**config.mk**
```make
export PLATFORM = sky130hd
export DESIGN_NAME = bennett_inst_dispatch
export DESIGN_NICKNAME = d
export VERILOG_FILES = /design/src/rtl/bennett_inst_dispatch.sv
export SDC_FILE = /design/constraint.sdc
export NUM_CORES = 1
export LEC_CHECK = 0
export CAP_MARGIN = 10
export CORE_MARGIN = 2
export CORE_UTILIZATION = 55
export CTS_BUF_LIST = sky130_fd_sc_hd__clkbuf_4 sky130_fd_sc_hd__clkbuf_8
export DETAILED_ROUTE_END_ITERATION = 10
export HOLD_SLACK_MARGIN = 0.12
export PLACE_DENSITY = 0.81
export REMOVE_ABC_BUFFERS = 1
export SLEW_MARGIN = 20
export SYNTH_ARGS = -nofsm -noshare
export SYNTH_HDL_FRONTEND = slang
export SYNTH_SLANG_ARGS = --single-unit
```
**constraint.sdc**
```tcl
create_clock -name clk -period 2.1 [get_ports clk]
set_input_delay 0.21 -clock clk [delete_from_list [all_inputs] [get_ports clk]]
set_output_delay 0.21 -clock clk [all_outputs]
set_load 0.01 [all_outputs]
```
**src/rtl/bennett_inst_dispatch.sv**
```systemverilog
// bennett_inst_dispatch
//
// Instruction dispatcher for an adiabatic datapath. It sits behind the Bennett
// square-ramp clock generator. Host instructions are queued in a small FIFO.
// On every rising edge of inst_flag, exactly one instruction (or a NOP bubble)
// is launched. It is then held on cur_inst for the whole forward/reverse ramp.
// The block also checks that inst_flag and mclk rises alternate. It pulses
// retire when the reverse ramp starts on a real instruction.
//
// Handshake (host side): a transfer happens in every cycle where
// in_valid && in_ready. in_ready depends only on the FIFO fill level
// (in_ready = !full). The host may hold in_valid high for as long as it likes.
// in_inst must stay stable while in_valid is high and in_ready is low.
//
// Ports:
//   clk          system clock (shared with the Bennett clock generator)
//   reset        asynchronous, active-high
//   in_valid     host instruction valid
//   in_ready     FIFO can accept an entry
//   in_inst      host instruction
//   inst_flag    instFlag from the generator (rising edge = dispatch)
//   mclk         Mclk from the generator (rising edge = reverse ramp begins)
//   cur_inst     instruction presented to the datapath
//   cur_valid    cur_inst is a real instruction, not a bubble
//   bubble       one-cycle pulse: a dispatch happened with the FIFO empty
//   retire       one-cycle pulse on an mclk rise while cur_valid is high
//   fifo_count   number of FIFO entries held
//   cycle_count  dispatches since reset (wraps at 2^16)
//   err_seq      sticky sequencing error
//   state        debug view of the sequencer: 0 = SYNC, 1 = FWD, 2 = REV
module bennett_inst_dispatch #(
   parameter int                 INST_W    = 16,
   parameter int                 DEPTH     = 4,
   parameter logic [INST_W-1:0]  NOP_VALUE = '0
) (
   input  logic                      clk,
   input  logic                      reset,
   input  logic                      in_valid,
   output logic                      in_ready,
   input  logic [INST_W-1:0]         in_inst,
   input  logic                      inst_flag,
   input  logic                      mclk,
   output logic [INST_W-1:0]         cur_inst,
   output logic                      cur_valid,
   output logic                      bubble,
   output logic                      retire,
   output logic [$clog2(DEPTH):0]    fifo_count,
   output logic [15:0]               cycle_count,
   output logic                      err_seq,
   output logic [1:0]                state
);

   localparam int AW = $clog2(DEPTH);
   localparam int CW = AW + 1;

   typedef enum logic [1:0] {
      SYNC = 2'd0,
      FWD  = 2'd1,
      REV  = 2'd2
   } state_t;

   state_t state_q, state_n;

   logic              flag_d, mclk_d;
   logic              flag_rise, mclk_rise;
   logic [AW-1:0]     wr_ptr, rd_ptr;
   logic [INST_W-1:0] mem [DEPTH];
   logic              empty, full, push, pop;
   logic              err_set, retire_set;

   assign state     = state_q;
   assign flag_rise = inst_flag & ~flag_d;
   assign mclk_rise = mclk & ~mclk_d;

   assign empty    = (fifo_count == '0);
   assign full     = (fifo_count == CW'(DEPTH));
   assign in_ready = ~full;
   assign push     = in_valid & in_ready;
   // The pop looks only at the registered count. An entry pushed in the same
   // cycle as flag_rise is not visible yet, so that dispatch becomes a bubble.
   assign pop      = flag_rise & ~empty;

   // Storage needs no reset. Resetting the pointers and the count discards
   // whatever is left in the FIFO.
   always_ff @(posedge clk) begin
      if (push) mem[wr_ptr] <= in_inst;
   end

   // The sequencer only decides the phase, the error flag and the retire pulse.
   // Every flag_rise dispatches, whatever the current phase is.
   always_comb begin
      state_n    = state_q;
      err_set    = 1'b0;
      retire_set = 1'b0;
      // Both edges in one cycle are always illegal. Only the flag action applies.
      if (flag_rise && mclk_rise) err_set = 1'b1;
      case (state_q)
         SYNC: begin
            if (flag_rise) state_n = FWD;
         end
         FWD: begin
            if (flag_rise) begin
               err_set = 1'b1;
            end else if (mclk_rise) begin
               state_n    = REV;
               retire_set = cur_valid;
            end
         end
         REV: begin
            if (flag_rise)      state_n = FWD;
            else if (mclk_rise) err_set = 1'b1;
         end
         default: state_n = SYNC;
      endcase
   end

   always_ff @(posedge clk or posedge reset) begin
      if (reset) begin
         state_q     <= SYNC;
         flag_d      <= 1'b0;
         mclk_d      <= 1'b0;
         wr_ptr      <= '0;
         rd_ptr      <= '0;
         fifo_count  <= '0;
         cur_inst    <= NOP_VALUE;
         cur_valid   <= 1'b0;
         bubble      <= 1'b0;
         retire      <= 1'b0;
         cycle_count <= '0;
         err_seq     <= 1'b0;
      end else begin
         state_q <= state_n;
         flag_d  <= inst_flag;
         mclk_d  <= mclk;
         bubble  <= flag_rise & empty;
         retire  <= retire_set;
         if (err_set) err_seq <= 1'b1;

         if (flag_rise) begin
            cycle_count <= cycle_count + 16'd1;
            if (!empty) begin
               cur_inst  <= mem[rd_ptr];
               cur_valid <= 1'b1;
            end else begin
               cur_inst  <= NOP_VALUE;
               cur_valid <= 1'b0;
            end
         end

         if (push) wr_ptr <= wr_ptr + AW'(1);
         if (pop)  rd_ptr <= rd_ptr + AW'(1);
         case ({push, pop})
            2'b10:   fifo_count <= fifo_count + CW'(1);
            2'b01:   fifo_count <= fifo_count - CW'(1);
            default: fifo_count <= fifo_count;
         endcase
      end
   end

endmodule

```
After elaboration in Yosys (flattened, before gate mapping)
Memories as Yosys holds them, arrays and structs flattened.
Cells that the tools add are included.
Widths: inputs -> output; s select.

word-level totals
  output and inout port bits = 42
  memories = 1
  RAM bits = 64
  bits in registers = 47

operators by class
  bitwise gates (word level) = 9
  mux-type cells = 17
  add/subtract/negate cells = 5
  reduce and logical (&&, ||, !) cells = 6
  eq/ne operators = 8

memory list
  name  words  bits a word  read ports  clocked after Yosys merged registers in  wr ports  line  text
  mem   4      16           1           0                                        1         67    logic [INST_W-1:0] mem [DEPTH];

operators by type and width
  kind                   number
  $add 16x1->16 const B  1
  $mux 16                1
  $mux 1                 10
  $mux 2                 3
  $pmux 3 s2             1
  $and 1x1->1            5
  $add 2x1->2 const B    2
  $eq 2x1->1 const B     2
  $eq 2x2->1 const B     2
  $ne 2x2->1 const B     2
  $not 1->1              4
  $pmux 2 s2             1
  $add 3x1->3 const B    1
  $eq 3x3->1 const B     1
  $logic_not 3->1        1
  $reduce_and 3->1       1
  $sub 3x1->3 const B    1
  $logic_not 2->1        1
  $ne 2x1->1 const B     1
  $pmux 1 s2             1
  $reduce_bool 2->1      1
  $reduce_or 2->1        1
  $logic_and 1x1->1      1

Longest topological paths before layout
Gate-level depths: netlist of run 1.

  depth after elaboration = 7
  mapped depth = 10
  gate-level depth less buffers = 10

Worst setup path before layout of run 1
OpenSTA, ideal clock, no wires.

  kind = reg-to-reg
  start point = register fifo_count[0]
  end point = register fifo_count[2]
  data arrival time = 1.971 ns
  slack = 0.050 ns
  stages on the path, launching flop included = 11
  required time = 2.021 ns
  path through = dfrtp_1 -> inv_1 -> nand3_1 -> and2_1 -> inv_1 -> ha_1 -> inv_1 -> fa_1 -> xor2_1 -> nor2_1 -> xor2_1

on the way
  word-level cells in the longest chain between the ends = 5

ends and longest elaborated chain
  item                                             line  text
  start, declared                                  47    output logic [$clog2(DEPTH):0] fifo_count,
  start signal, assigned                           153   2'b10: fifo_count <= fifo_count + CW'(1);
  start signal, assigned                           154   2'b01: fifo_count <= fifo_count - CW'(1);
  start signal, assigned                           155   default: fifo_count <= fifo_count;
  $eq 3x3->1 *                                     76    assign full = (fifo_count == CW'(DEPTH));
  $not 1->1 *                                      77    assign in_ready = ~full;
  net in_ready                                     39    output logic in_ready,
  $and 1x1->1 *                                    78    assign push = in_valid & in_ready;
  $eq 2x1->1 or $eq 2x2->1 (tied branches)         152   case ({push, pop})
  $pmux 3 s2 or $reduce_bool 2->1 (tied branches)  --

The timed path passes the listed nets; every way through them passes the cells marked *.
A chain may end at the register's enable or synchronous reset.

Worst setup path after layout of run 1
  start point = register fifo_count[0]
  end point = register fifo_count[2]

on the way
  word-level cells in the longest chain between the ends = 5

ends and longest elaborated chain
  item                                             line
  $eq 3x3->1 or $logic_not 3->1 (tied branches)    76, 75
  $not 1->1, on equally long branches              77, 81
  $and 1x1->1, on equally long branches            78, 81
  $eq 2x1->1 or $eq 2x2->1 (tied branches)         152
  $pmux 3 s2 or $reduce_bool 2->1 (tied branches)  --

Parallel ways exist; a longest one is shown, timed or not.

==> out/metrics.cfg, run 1 <==
[sta]
finalCritPeriodShare_pct=93.5
grt_setup_unrepaired=false
final.setup.tns_ns=0
finalHoldViolCount=0
timing.slew.headroom_pct=64.4
maxSlewViolCount=0
finalClockSkew_ns=0.0190
worstMarginPinSlew_ns=0.533
fin_ws_ns=0.135
setup_viol=0
fmax_ghz=0.509
period_minus_slack_ns=1.96

[global_routing]
grt_overflow=0
grt_max_degree=22
gr-usage-all-layers_pct=19.4
antenna_found_initial=0
grt_pass1_vias=2458
grt_pass1_wl_mm=12.4

[yosys]
avgSynthCellArea_sq_um=17.5
ys_warn_count=0
syn_area_sq_mm=0.00438
ys_types=37
synth_edf_count=64
seq_area_frac_synth_pct=70.7
async_flop_share_pct=42.3
yosys_most_used_dff=edfxtp_1
post_synth_inst_count=250
yosys_register_bits=111

[layout]
layout-drive-gt1-share_pct=14.9
nFillCells=501
mostFrequentLayoutCells=64 x edfxtp_1, 62 x clkdlybuf4s50_1, 47 x dfrtp_1
multiInputGateArea_sq_mm=0.00119
layout_commonest_cell=edfxtp_1
ff_latch_area_sq_mm=0.00310
final_nets=361
syn_to_final_growth_pct=22.7
antennaDiodeCount=0
stdcell_count=437

[worst_setup_path]
critPathMaxFanout=3
rr_worst_depth=10
cp_cell_sequence=inv_2 > nand3_1 > and2_4 > inv_1 > ha_2 > inv_1 > fa_1 > xor2_1 > nor2_1 > xor2_1
max_stage_delay_ns=0.43
critPathSlowestCell=dfrtp_1
reg2reg_from=fifo_count[0]
reg2reg_setup_slack_ns=0.14
start_kind=register
r2r-end=fifo_count[2]
cp.arrival_ns=2.26
critPathRequiredTime_ns=2.40
endpoint_kind=register
worstSetupPathType=register to register

[drt]
drt-pass1-iter-count=4
drc=0
num_vias=2392
drt_wl_total_mm=7.55
drt_iter0_markers=148
ant_nets=0
wl_per_cell_microns=17.3
viasPerCell=5.47

[clock_tree]
cts_tree=built
path_clk_slew_ns=0.11
cts_sinks=111
hold_buffers=0
cts_buffer_depth=2
cts_root_buf=clkbuf_8
cts_made_buffers=9
clk_latency_ns=0.37
htreeDepth=3

[pwr]
swShare_pct=30.4
p_switching_w=0.00199
comb_power_share_pct=33.1
pwr-share-seq_pct=48.8
p_per_area_mw_per_mm2=1220
p_int_w=0.00456
total_power_w=0.00655
power_frac_clock_pct=18.0
p_leak_nw=2.10
max-vdd-ir-drop_mv=0.742

[run]
maxCapViolCount=0

[min_path]
worstHoldPathType=input port to async pin

[floorplanning]
rows=32
die_w_microns=93.3
core_sq_mm=0.00773
start_util_pct=56.7
dieHeight_microns=93.3
ios=63
die_area_sq_mm=0.00870

[place]
dp_cells=418
dpl.hpwl_mm=5.08
io_buffers=62
pre_cts_ws_ns=-0.0223
place_congestion=0.779

[outcome]
outcome=finished clean

metrics by stage:
step | area [sq um] | util (%) | hold slack, ns
floorplan | 4320 | - | 0.241
global placement | 5170 | 66.9 | 0.463
global route | 5380 | 69.6 | 0.206
finish | 5380 | 69.6 | 0.184
detailed placement | 5170 | 66.9 | 0.467
CTS | 5350 | 69.2 | 0.189
cell usage after synthesis, types with 2 or more instances:
cell,instances,share of area (%)
edfxtp_1,64,44
o21ai_0,3,0.34
mux4_1,8,4.8
nor3_1,5,0.57
inv_1,10,0.86
nand2_1,10,0.86
mux4_2,8,4.1
clkbuf_1,3,0.26
dfrtp_1,47,27
xnor2_1,13,2.6
buf_2,4,0.46
and2_1,2,0.29
ha_1,9,2.6
and3_1,6,0.86
nor2_1,7,0.60
xor2_1,8,1.6
nand4_1,2,0.29
nand3_1,6,0.69
a22o_1,16,3.2
nand2b_1,2,0.29
worst max-delay path: cells and delay by family, from the launching register on:
kind,cells,cell delay (ns)
simple gates,3,0.40
xor+xnor,2,0.32
buf+inv,3,0.20
flops,1,0.43
fa+ha+maj,2,0.55
what timing repair did:
| item | CTS | global route |
|---|---|---|
| setup endpoints to repair | 0 | 1 |
| resized for setup | 0 | 4 |
| buffers inserted | 0 | 3 |
| hold endpoints to repair | 0 | 0 |
cells by family (layout without fill, tap and decap cells):
kind of cell / Yosys count / count (layout) / synth area share [%]
DFF: 111 / 111 / 70.7
and+or+nand+nor: 48 / 48 / 6.22
AOI/OAI and AO/OA: 23 / 23 / 4.20
xor gates and xnor gates: 21 / 21 / 4.20
buffers and inverters: 19 / 104 / 2.28
muxes: 18 / 18 / 9.39
adders and majority gates: 10 / 10 / 3.03
worst max path at each step:
stage,start,to,slack [ns],cells after the start
after global placement,inst_flag,fifo_count[2],0.04,9
after floorplan,flag_d,fifo_count[2],-0.67,8
final,fifo_count[0],fifo_count[2],0.14,10
after detailed placement,inst_flag,fifo_count[2],-0.02,9
after global routing,fifo_count[0],fifo_count[2],0.01,10
after CTS,fifo_count[0],fifo_count[2],0.03,10
registers in the layout (all words and copies together), names as in the netlist:
signal / flops
mclk_d: 1
rd_ptr: 2
err_seq: 1
retire: 1
fifo_count: 3
bubble: 1
cur_inst: 16
wr_ptr: 2
cur_valid: 1
flag_d: 1
cycle_count: 16
mem: 64
state: 2
power groups by stage:
stage / sequential (W) / combinational [W] / clock, W
6_report: 0.00320 / 0.00217 / 0.00118
5_1_grt: 0.00326 / 0.00236 / 0.00131
4_1_cts: 0.00320 / 0.00216 / 0.00121
3_5_place_dp: 0.00324 / 0.00215 / 0
3_3_place_gp: 0.00323 / 0.00207 / 0
2_1_floorplan: 0.00337 / 0.000990 / 0
cell type report:
type                       instances  share of cell area, %
tap                              102                   2.37
inverter                          10                  0.698
multi-input combinational        120                   22.1
clock inverter                     6                  0.977
sequential                       111                   57.6
clock buffer                      10                   2.44
timing repair buffer              78                   13.8
per-layer routing:
layer | track usage [%] | vias to the layer above | share of wire (%) | wire, microns
li1 | - | 1102 | - | -
met1 | 25.2 | 1198 | 42 | 3150
met3 | 3.79 | 11 | 4.9 | 371
met5 | 0 | - | 0 | 0
met4 | 7.11 | 0 | 1.2 | 91
met2 | 32.7 | 81 | 52 | 3940
No activity file was read; power rests on OpenSTA's default activity.
==> run 2, diff against run 1 <==
ABC_AREA = 1   (was not set)
PLACE_DENSITY = 0.8   (was 0.81)
==> out/metrics.cfg, run 2 <==
[yosys]
synth_compound_area_share_pct=1.29
async_flop_share_pct=42.3
yosys.cell_count.top_type=nand2_1
post_synth_inst_count=430
synth_top_family_by_area=simple AND/OR/NAND/NOR gates
synth_edf_count=64
syn_area_sq_mm=0.00464
synth_xor_area_share_pct=2.08
synthAdderAreaFrac_pct=2.86
netlist_top_cells_count=148 x nand2_1, 64 x edfxtp_1, 56 x nand3_1
synth_top_area_share_pct=41.4
ys_types=26
synthTopCellsByArea=edfxtp_1 41%, dfrtp_1 25%, nand2_1 12%
synth-simple-area-share_pct=22.4
synth.mux.area_fraction_pct=0
ys_warn_count=0
avgSynthCellArea_sq_um=10.8
yosys_register_bits=111
yosys_most_used_dff=edfxtp_1
yosysTopAreaCell=edfxtp_1
seq_area_frac_synth_pct=66.8

[run]
maxCapViolCount=0

[worst_setup_path]
critPathRequiredTime_ns=2.35
start_kind=register
cp.arrival_ns=2.18
reg2reg_from=fifo_count[0]
worstSetupPathType=register to register
rr_worst_depth=9
r2r-end=fifo_count[2]
reg2reg_setup_slack_ns=0.17
endpoint_kind=register
critPathMaxFanout=8

[clock_tree]
path_clk_slew_ns=0.11
cts_sinks=111
clk_latency_ns=0.37
htreeDepth=3
hold_buffers=0
cts_buffer_depth=2
cts_made_buffers=9
cts_root_buf=clkbuf_8
cts_tree=built
post_cts_resize_count=0
postCtsSetupBuffers=0

[sta]
finalHoldViolCount=0
timing.slew.headroom_pct=62.5
setup_viol=0
maxSlewViolCount=0
period_minus_slack_ns=1.93
grt_setup_unrepaired=false
final.setup.tns_ns=0
finalClockSkew_ns=0.0134
fmax_ghz=0.519
finalCritPeriodShare_pct=91.8
fin_hold_ws_ns=0.141
worstMarginPinSlew_ns=0.561

[global_routing]
grt_pass1_vias=3157
grt_max_degree=35
antenna_found_initial=0
grt_pass1_wl_mm=14.9
grt_overflow=0
gr-usage-all-layers_pct=21.9

[floorplanning]
dieHeight_microns=95.9
die_w_microns=95.9
start_util_pct=56.5
die_area_sq_mm=0.00919
ios=63
core_sq_mm=0.00822
rows=33

[drt]
met2_wirelength_mm=4.57
drt_iter0_markers=179
drt-pass1-iter-count=4
num_vias=3218
drt_wl_total_mm=9.10
routed-wl-met3_microns=428
drc=0
wl_per_cell_microns=14.9
viasPerCell=5.26
ant_nets=0
highest_layer=met4
wl_met1_mm=3.93

[layout]
syn_to_final_growth_pct=20.7
antennaDiodeCount=0
largest-register=mem
final_nets=533
finalInstanceArea_sq_mm=0.00560
reg.largest.list=mem: 64 flops, cur_inst: 16 flops, cycle_count: 16 flops
largest_reg_flops=64
layout_commonest_cell=nand2_1
utilization_pct=68.2
mostFrequentLayoutCells=148 x nand2_1, 64 x edfxtp_1, 62 x clkdlybuf4s50_1
layout-drive-gt1-share_pct=9.07

[pwr]
p_leak_nw=2.34
p_per_area_mw_per_mm2=1220
max-vdd-ir-drop_mv=0.706
total_power_w=0.00685

[place]
dpl.hpwl_mm=6.00
placed_area_sq_mm=0.00540
io_buffers=62
place_congestion=0.840

[min_path]
worstHoldPathType=input port to async pin

[outcome]
outcome=finished clean

==> run 2: cell count changes after synthesis, moves of 4 or more <==
| cell | previous run | this run |
|---|---|---|
| a22o_1 | 16 | 0 |
| and3_1 | 6 | 0 |
| buf_4 | 0 | 4 |
| inv_1 | 10 | 29 |
| mux4_1 | 8 | 0 |
| mux4_2 | 8 | 0 |
| nand2_1 | 10 | 148 |
| nand3_1 | 6 | 56 |
| nor2_1 | 7 | 20 |
| nor3_1 | 5 | 1 |
| o21ai_0 | 3 | 8 |
| xnor2_1 | 13 | 4 |
==> run 2: stage by stage <==
step                      setup slack [ns]  cells
after floorplan                      0.153    417
after CTS                            0.115    612
final                                0.173    612
after global routing                0.0306    612
after detailed placement          -0.00443    596
after global placement              0.0436    596
==> run 2: layout make-up <==
class | count | area [sq um]
repair buffers | 74 | 711
clock buffers | 10 | 131
fillers | 606 | 2620
clock inverters | 6 | 68.8
multi-input cells | 273 | 1330
well taps | 105 | 131
flip-flops and latches | 111 | 3100
inverters | 33 | 129
==> run 2: worst max-delay path by stage <==
stage	start	to	cells past startpoint
after detailed placement	inst_flag	fifo_count[2]	11
final	fifo_count[0]	fifo_count[2]	9
after CTS	fifo_count[0]	fifo_count[2]	9
after global routing	fifo_count[1]	fifo_count[2]	9
after floorplan	fifo_count[0]	fifo_count[2]	9
after global placement	inst_flag	fifo_count[2]	11
==> run 2: kinds of logic after synthesis <==
group | Yosys count
and+or+nand+nor | 240
DFF | 111
buffers and inverters | 46
AOI/OAI and AO/OA | 12
xor gates and xnor gates | 11
adders and majority gates | 10
==> run 2: metal layers <==
metal / up-vias / track usage, %
met5: - / 0
met4: 0 / 10.0
met3: 16 / 3.13
met2: 104 / 37.6
met1: 1548 / 27.6
li1: 1550 / -
==> run 2: critical path, stage by stage, from the launching register on <==
cell and delay (ns):
dfrtp_1 0.42, inv_2 0.10, nand3_1 0.13, nand2_4 0.14, ha_1 0.15, inv_1 0.07, fa_1 0.39, a21oi_1 0.15
o21ai_0 0.11, xor2_1 0.15
==> run 2: where the power goes <==
group          total (W)  switching [W]  leakage [nW]  internal (W)
Clock            0.00127       0.000701         0.101      0.000574
Combinational    0.00240        0.00138          1.07       0.00101
Sequential       0.00317       0.000290          1.18       0.00288
==> run 3, diff against run 2 <==
CELL_PAD_IN_SITES_DETAIL_PLACEMENT = 1   (was not set)
CELL_PAD_IN_SITES_GLOBAL_PLACEMENT = 2   (was not set)
CORE_UTILIZATION = 37   (was 55)
PLACE_DENSITY = not set   (was 0.8)
PLACE_DENSITY_LB_ADDON = 0.1   (was not set)
==> out/metrics.cfg, run 3 (synthesis results as in run 2) <==
[worst_setup_path]
critPathBufInv=2
endpoint_kind=register
critPathTopFamily=adder cells
cp_cell_sequence=inv_2 > nand3_1 > nand2_2 > ha_1 > inv_1 > fa_1 > a21oi_1 > o21ai_0 > xor2_1
rr_worst_depth=9
critPathMaxFanout=3
path_depth=9
start_kind=register
critPathSlowestCell=dfrtp_1
cp.arrival_ns=2.15
worstSetupPathType=register to register
max_stage_delay_ns=0.43
critPathRequiredTime_ns=2.37

[pwr]
p_per_area_mw_per_mm2=1200
p_switching_w=0.00241
comb_power_share_pct=35.6
max-vdd-ir-drop_mv=0.518
p_leak_nw=2.34
swShare_pct=35.5
total_power_w=0.00679
pwr-share-seq_pct=46.6
p_int_w=0.00438
power_frac_clock_pct=17.8

[floorplanning]
die_area_sq_mm=0.0135
die_w_microns=116
core_sq_mm=0.0121
ios=63
dieHeight_microns=116
start_util_pct=38.3
rows=40

[min_path]
worstHoldPathType=input port to async pin

[clock_tree]
clk_latency_ns=0.38
htreeDepth=3
path_clk_slew_ns=0.11
cts_root_buf=clkbuf_8
cts_sinks=111
hold_buffers=0
cts_tree=built
cts_made_buffers=9
cts_buffer_depth=2

[sta]
setup_viol=0
fmax_ghz=0.530
grt_setup_unrepaired=false
finalClockSkew_ns=0.0114
period_minus_slack_ns=1.89
fin_ws_ns=0.212
finalCritPeriodShare_pct=89.9
maxSlewViolCount=0
finalHoldViolCount=0
worstMarginPinSlew_ns=0.591
timing.slew.headroom_pct=60.6
fin_hold_ws_ns=0.180

[drt]
wl_per_cell_microns=15.0
drt_iter0_markers=132
drc=0
ant_nets=0
drt_wl_total_mm=10.1
drt-pass1-iter-count=4
viasPerCell=4.71
num_vias=3186

[place]
io_buffers=62
dpl.hpwl_mm=6.73
pre_cts_ws_ns=-0.0678
dp_cells=660
place_congestion=0.756

[layout]
antennaDiodeCount=0
reg.largest.list=mem: 64 flops, cur_inst: 16 flops, cycle_count: 16 flops
final_nets=534
layout_commonest_cell=nand2_1
stdcell_count=676
largest-register=mem
syn_to_final_growth_pct=21.9
layout-drive-gt1-share_pct=9.06
mostFrequentLayoutCells=148 x nand2_1, 64 x edfxtp_1, 62 x clkdlybuf4s50_1
utilization_pct=46.7
largest_reg_flops=64

[run]
maxCapViolCount=0

[global_routing]
antenna_found_initial=0
grt_overflow=0
grt_pass1_wl_mm=16.4
gr-usage-all-layers_pct=16.2
grt_max_degree=35
grt_pass1_vias=3220

[outcome]
outcome=finished clean

-- run 3: cell count changes in the layout (fill, tap and decap cells not counted) --
cell	before	now
clkinv_4	1	0
clkinvlp_4	1	0
bufinv_16	1	0
clkinv_1	0	1
nand2_4	3	2
nand2_2	1	2
buf_4	12	13
clkinvlp_2	0	1
clkbuf_8	9	10
-- run 3: layout make-up --
class,instances,area [sq um]
Clock buffer,11,145
Clock inverter,5,31.3
Fill cell,1351,6450
Inverter,33,129
Multi-Input combinational cell,273,1330
Sequential cell,111,3100
Tap cell,168,210
Timing Repair Buffer,75,718
-- run 3: power by group through the flow --
stage	registers [W]	logic, W	clock network (W)
2_1_floorplan	0.00338	0.00112	0
3_3_place_gp	0.00320	0.00240	0
3_5_place_dp	0.00322	0.00248	0
4_1_cts	0.00317	0.00249	0.00126
5_1_grt	0.00323	0.00274	0.00132
6_report	0.00317	0.00242	0.00121
-- run 3: timing repair --
action / in CTS / in global routing
resized for setup: 0 / 2
endpoints found under the setup margin: 0 / 1
buffers inserted: 0 / 0
-- run 3: final timing paths --
path                                     from  slack [ns]       endpoint
max in group asynchronous               reset        1.62    cur_inst[5]
worst min register to register        err_seq        0.49        err_seq
worst max-delay path            fifo_count[0]        0.21  fifo_count[2]
worst min-delay path                    reset        0.18         flag_d
worst max register to register  fifo_count[0]        0.21  fifo_count[2]
min in group clk                         mclk        0.29         mclk_d
-- run 3: worst register-to-register path, stage by stage (launching register included) --
cell     delay [ns]
dfrtp_1        0.43
inv_2          0.10
nand3_1        0.11
nand2_2        0.08
ha_1           0.14
inv_1          0.07
fa_1           0.40
a21oi_1        0.16
o21ai_0        0.12
xor2_1         0.16
-- run 3: through the flow --
| step | setup TNS, ns | cell area, sq um |
|---|---|---|
| global placement | 0 | 5480 |
| detailed placement | -0.0678 | 5480 |
| floorplan | 0 | 4550 |
| CTS | 0 | 5660 |
| finish | 0 | 5660 |
| global route | 0 | 5660 |
-- run 3: metal layers --
metal,GRT usage [%],vias up,share of wire [%]
li1,-,1548,-
met1,21.1,1571,45
met2,26.9,53,50
met3,2.46,14,3.0
met4,6.83,0,1.9
met5,0,-,0
==> variant 1: new RTL, settings of run 3 <==
The parameter `INST_W` goes from 16 to 32.
--- a/src/rtl/bennett_inst_dispatch.sv
+++ b/src/rtl/bennett_inst_dispatch.sv
@@ -30,5 +30,5 @@
 //   state        debug view of the sequencer: 0 = SYNC, 1 = FWD, 2 = REV
 module bennett_inst_dispatch #(
-   parameter int                 INST_W    = 16,
+   parameter int                 INST_W    = 32,
    parameter int                 DEPTH     = 4,
    parameter logic [INST_W-1:0]  NOP_VALUE = '0
Interface: changed (resized cur_inst and in_inst); port bits go from 63 to 95. No check against the original RTL was run, so the function may have changed too.
==> variant 1 against run 3 <==
- sequential cell count increased by 80
- area after synthesis increased by 63%
- critical path depth unchanged
- routed wire length increased by 74%
- total power increased by 75%
- combinational power increased by 68%
- first-iteration DRC count increased by 24%
- non-clock buffer count increased by 34
- clock power increased by 100%
- cell area increased by 65%
- clock skew increased by 4.8 ps
- setup slack improved by 13 ps
- critical path type unchanged
- largest power group unchanged
==> variant 1: results (changes against run 3) <==
* Via count at 5012 (+57%)
* Slew margin rel. at 57.20% (-3.4 points)
* H-tree levels at 4 (+1)
* Post-synth top cells: nand2_1 (143), edfxtp_1 (128), nor2_1 (81)
* Post-Syn Area per Cell at 11.88 um2 (+10%)
* Post-synthesis async set-or-reset flop share at 32.98% (-9.4 points)
* Sequential fraction of the synthesis area at 71.49% (+4.7 points)
* Post-synth EDFFs at 128 (+100%)
* IO buf count at 94 (+52%)
* Maximum vdd ir drop at 0.0004752 V (-8.2%)
* Total CTS buffers at 17 (+8)
* Fraction of layout cells with a size suffix above 1 at 9.309% (+0.25 points)
* Clock latency on the worst-skew pair at 460 ps (+80 ps)
* Routability Congestion at 0.7353 (-2.7%)
* Arr. time, crit path at 2210 ps (+60 ps)
* Avg WL per Cell at 17.27 um (+15%)
* Number of global-route vias before repair at 5429 (+69%)
* Dpl ws at -12.23 ps (+55.58 ps)
* Placed Area at 0.008907 mm2 (+62%)
* Number of fill cells at 2162 (+60%)
* NetSw at 0.004217 W (+75%)
* Ranking of synthesized cells by area: edfxtp_1 (51%), dfrtp_1 (21%), nand2_1 (7.1%)
* # nets final at 786 (+47%)
* Distinct cells, synth at 29 (+12%)
* Final Skew at 16.17 ps (+4.823 ps)
* First-pass GRT wire length at 28700 um (+75%)
* TritonRoute pass-1 iters at 5 (+1)
* Status: complete, no violations
* Cells after DPL at 990 (+50%)
* GRT Total Usage at 17.02% (+0.86 points)
* Starting DRT DRC Count at 164 (+24%)
* Dpl hpwl at 10530 um (+57%)
* Leakage Power at 3.593 nW (+54%)
[variant 1: final cells by class]
type	count	area, um2	share of cell area, %
sequential	191	5421	58.18
multi-input combinational	381	1854	19.90
timing repair buffer	109	1141	12.24
tap	270	337.8	3.625
clock buffer	18	241.5	2.591
clock inverter	14	170.2	1.826
inverter	39	152.6	1.638
[variant 1: kinds of logic after synthesis]
logic type / after synthesis / share of synthesized area (%)
compound gates: 109 / 7.756
xor+xnor: 12 / 1.386
fa+ha+maj: 10 / 1.749
buf+inv: 66 / 4.455
flops: 191 / 71.49
simple gates: 250 / 13.17
[variant 1: tightest hold or removal path, delay by kind of cell]
family                 cells  cell delay, ps
buffers and inverters      3             800
[variant 1: per-layer routing]
layer	up-vias	GRT usage [%]	share of wire, %	wire length [um]
met5	-	0	0	0
met3	12	3.509	3.5	618
met2	91	30.28	51	8920
li1	2375	-	-	-
met1	2534	21.09	45	7956
met4	0	4.663	0.87	154
[variant 1: power groups by stage]
stage,clock (W),combinational [W],sequential (W)
detailed placement,0,0.00414,0.00549
CTS,0.00254,0.00416,0.00541
global placement,0,0.00402,0.00544
floorplan,0,0.00179,0.00574
global route,0.00269,0.00453,0.00551
finish,0.00244,0.00407,0.00540
[variant 1: worst paths after layout]
kind / start / end / slack (ps) / depth (start not counted)
setup / recovery: fifo_count[1] / fifo_count[2] / 220 / 9
hold / removal: reset / cycle_count[2] / 130 / 3
setup reg to reg: fifo_count[1] / fifo_count[2] / 220 / 9
hold reg to reg: err_seq / err_seq / 480 / 2
max in group asynchronous: reset / cur_inst[12] / 1640 / 3
min in group clk: mclk / mclk_d / 220 / 1
==> variant 2: new RTL, settings of run 3 <==
Without the edit above. Reset style: synchronous (`reset`), changed in one clocked block. Comments in the files are not updated.
--- a/src/rtl/bennett_inst_dispatch.sv
+++ b/src/rtl/bennett_inst_dispatch.sv
@@ -115,5 +115,5 @@
    end
 
-   always_ff @(posedge clk or posedge reset) begin
+   always_ff @(posedge clk) begin
       if (reset) begin
          state_q     <= SYNC;
Check against the original RTL: differs if reset is asserted again (counterexample within 4 cycles, from zero or initial values and one cycle with reset high); with reset held inactive, the same outputs for 10 cycles.
==> variant 2 against run 3 <==
- cell area up 3.4%
- utilization up 1.8 points
- count of clock-buffer cells in the layout up 7
- sequential cell count grew 2
- routed wire length increased by 8.7%
- critical path depth increased by 2
- area after synthesis shrank 1.0%
- setup slack got worse by 1.4 ps
Power is not compared: it rests on default switching activity, and its combinational part moved more than twofold at a synthesized area within 25%.
==> variant 2: results (changes against run 3) <==
* Starting DRT DRC Count at 139 (+5.3%)
* GRT Total Usage at 18.13% (+2.0 points)
* Clock slew at reported path FFs at 70 ps (-40 ps)
* Post-synth EDFFs at 64 (unchanged)
* Leakage Power at about 2.1 nW
* Clk root buf: clkbuf_8
* Clock latency on the worst-skew pair at 440 ps (+60 ps)
* Status: complete, no violations
* Fraction of layout cells with a size suffix above 1 at 10.95% (+1.9 points)
* Met2 usage at 29.16% (+2.2 points)
* Vias/cell at 4.764 (+1.1%)
* Final Skew at 6.026 ps (-5.324 ps)
* Avg WL per Cell at 15.02 um (+0.15%)
* Largest registers: mem: 64 flops, cur_inst: 16 flops, cycle_count: 16 flops
* Met3 GRT Util at 5.544% (+3.1 points)
* Met1 usage at 22.30% (+1.2 points)
* # nets final at 584 (+9.4%)
* Clock Tree Buf Depth at 2 (unchanged)
* Worst-Margin Slew at 367.3 ps (-223.2 ps)
* Number of synthesis warnings at 0 (unchanged)
* Arr. time, crit path at 2210 ps (+60 ps)
* Dpl ws at -93.78 ps (-25.97 ps)
* H-tree levels at 4 (+1)
* IO buf count at 62 (unchanged)
* Distinct cells, synth at 32 (+23%)
* Initial antenna violation count at 0 (unchanged)
* Ranking of synthesized cells by area: edfxtp_1 (42%), dfxtp_1 (21%), nor2_1 (8.0%)
* Routability Congestion at 0.7474 (-1.1%)
* Sequential fraction of the synthesis area at 63.18% (-3.6 points)
* Largest net degree at the start of global routing at 33 (-5.7%)
* Dpl hpwl at 7101 um (+5.6%)
* Diode count at 0 (unchanged)
* Placed Area at 0.005490 mm2 (+0.14%)
* Post-synthesis async set-or-reset flop share at 0% (-42 points)
* CTS Hold Bufs at 0 (unchanged)
* Total CTS buffers at 17 (+8)
* Number of global-route vias before repair at 3566 (+11%)
* Maximum vdd ir drop at approximately 0.00037 V
* CP max FO at 3 (unchanged)
* Hold Crit Class: input port to flop
* Post-synth top cells: nor2_1 (98), nand2_1 (83), edfxtp_1 (64)
* First-pass GRT wire length at 17960 um (+9.3%)
* Ys flop type: edfxtp_1
variant 2: cell count changes in the layout (fill, tap and decap cells not counted), moves of 6 or more:
cell      delta
nor2_1      +78
nand2_1     -65
dfxtp_1     +49
dfrtp_1     -47
nand3_1     -47
o21ai_0     +39
a21oi_1     +33
clkbuf_8     +8
xor2_1       -6
variant 2: critical path: stages, from the launching register on:
cell	delay [ps]
dfxtp_1	360
inv_1	100
nand3_1	140
nand2_2	80
inv_2	60
ha_1	130
inv_1	60
fa_1	380
a21oi_1	150
o21ai_0	120
o21ai_1	130
a21oi_1	60
variant 2: worst paths after layout:
kind                      start             to  slack, ps  cells after the start
hold / removal             mclk         mclk_d        360                      3
setup reg to reg  fifo_count[1]  fifo_count[2]        210                     11
setup / recovery  fifo_count[1]  fifo_count[2]        210                     11
hold reg to reg       rd_ptr[1]      rd_ptr[1]        460                      2
variant 2: where the power goes:
group          total [W]  internal (W)  switching [W]  leakage, nW
registers        0.00260       0.00252      0.0000792        0.986
clock network    0.00188      0.000956       0.000927        0.180
logic            0.00104      0.000434       0.000611        0.952
variant 2: repair_timing:
action,in CTS,in global routing
gates resized for setup,0,2
endpoints found under the setup margin,0,1
hold endpoints to repair,0,0
variant 2: cell families after synthesis:
kind of cell | Yosys count | share of synthesized area [%]
XOR/XNOR | 1 | 0.1907
adder cells (fa/ha/maj) | 10 | 2.887
buffers and inverters | 52 | 5.228
AND/OR/NAND/NOR | 211 | 19.09
AO/OA/AOI/OAI | 86 | 9.423
flip-flops | 113 | 63.18
variant 2: cell type report:
cell class                      count  area [um2]
Sequential cell                   113        2903
Fill cell                        1357        6208
Clock buffer                       18       247.7
Clock inverter                     14       115.1
Tap cell                          168       210.2
Multi-Input combinational cell    308        1451
Timing Repair Buffer               79       798.3
Inverter                           34       127.6
variant 2: metal layers:
metal	part of all wire, %	vias to the layer above	routed length, um
li1	-	1730	-
met1	47	1686	5129
met2	47	64	5236
met3	4.3	17	474
met4	1.7	0	187
met5	0	-	0
variant 2: stage by stage:
stage	hold WS [ps]	TNS, ps	cells
finish	359.1	0	734
global placement	445.7	-27.66	702
detailed placement	456.2	-93.78	702
floorplan	279.1	0	455
CTS	329.6	0	734
global route	351.4	0	734
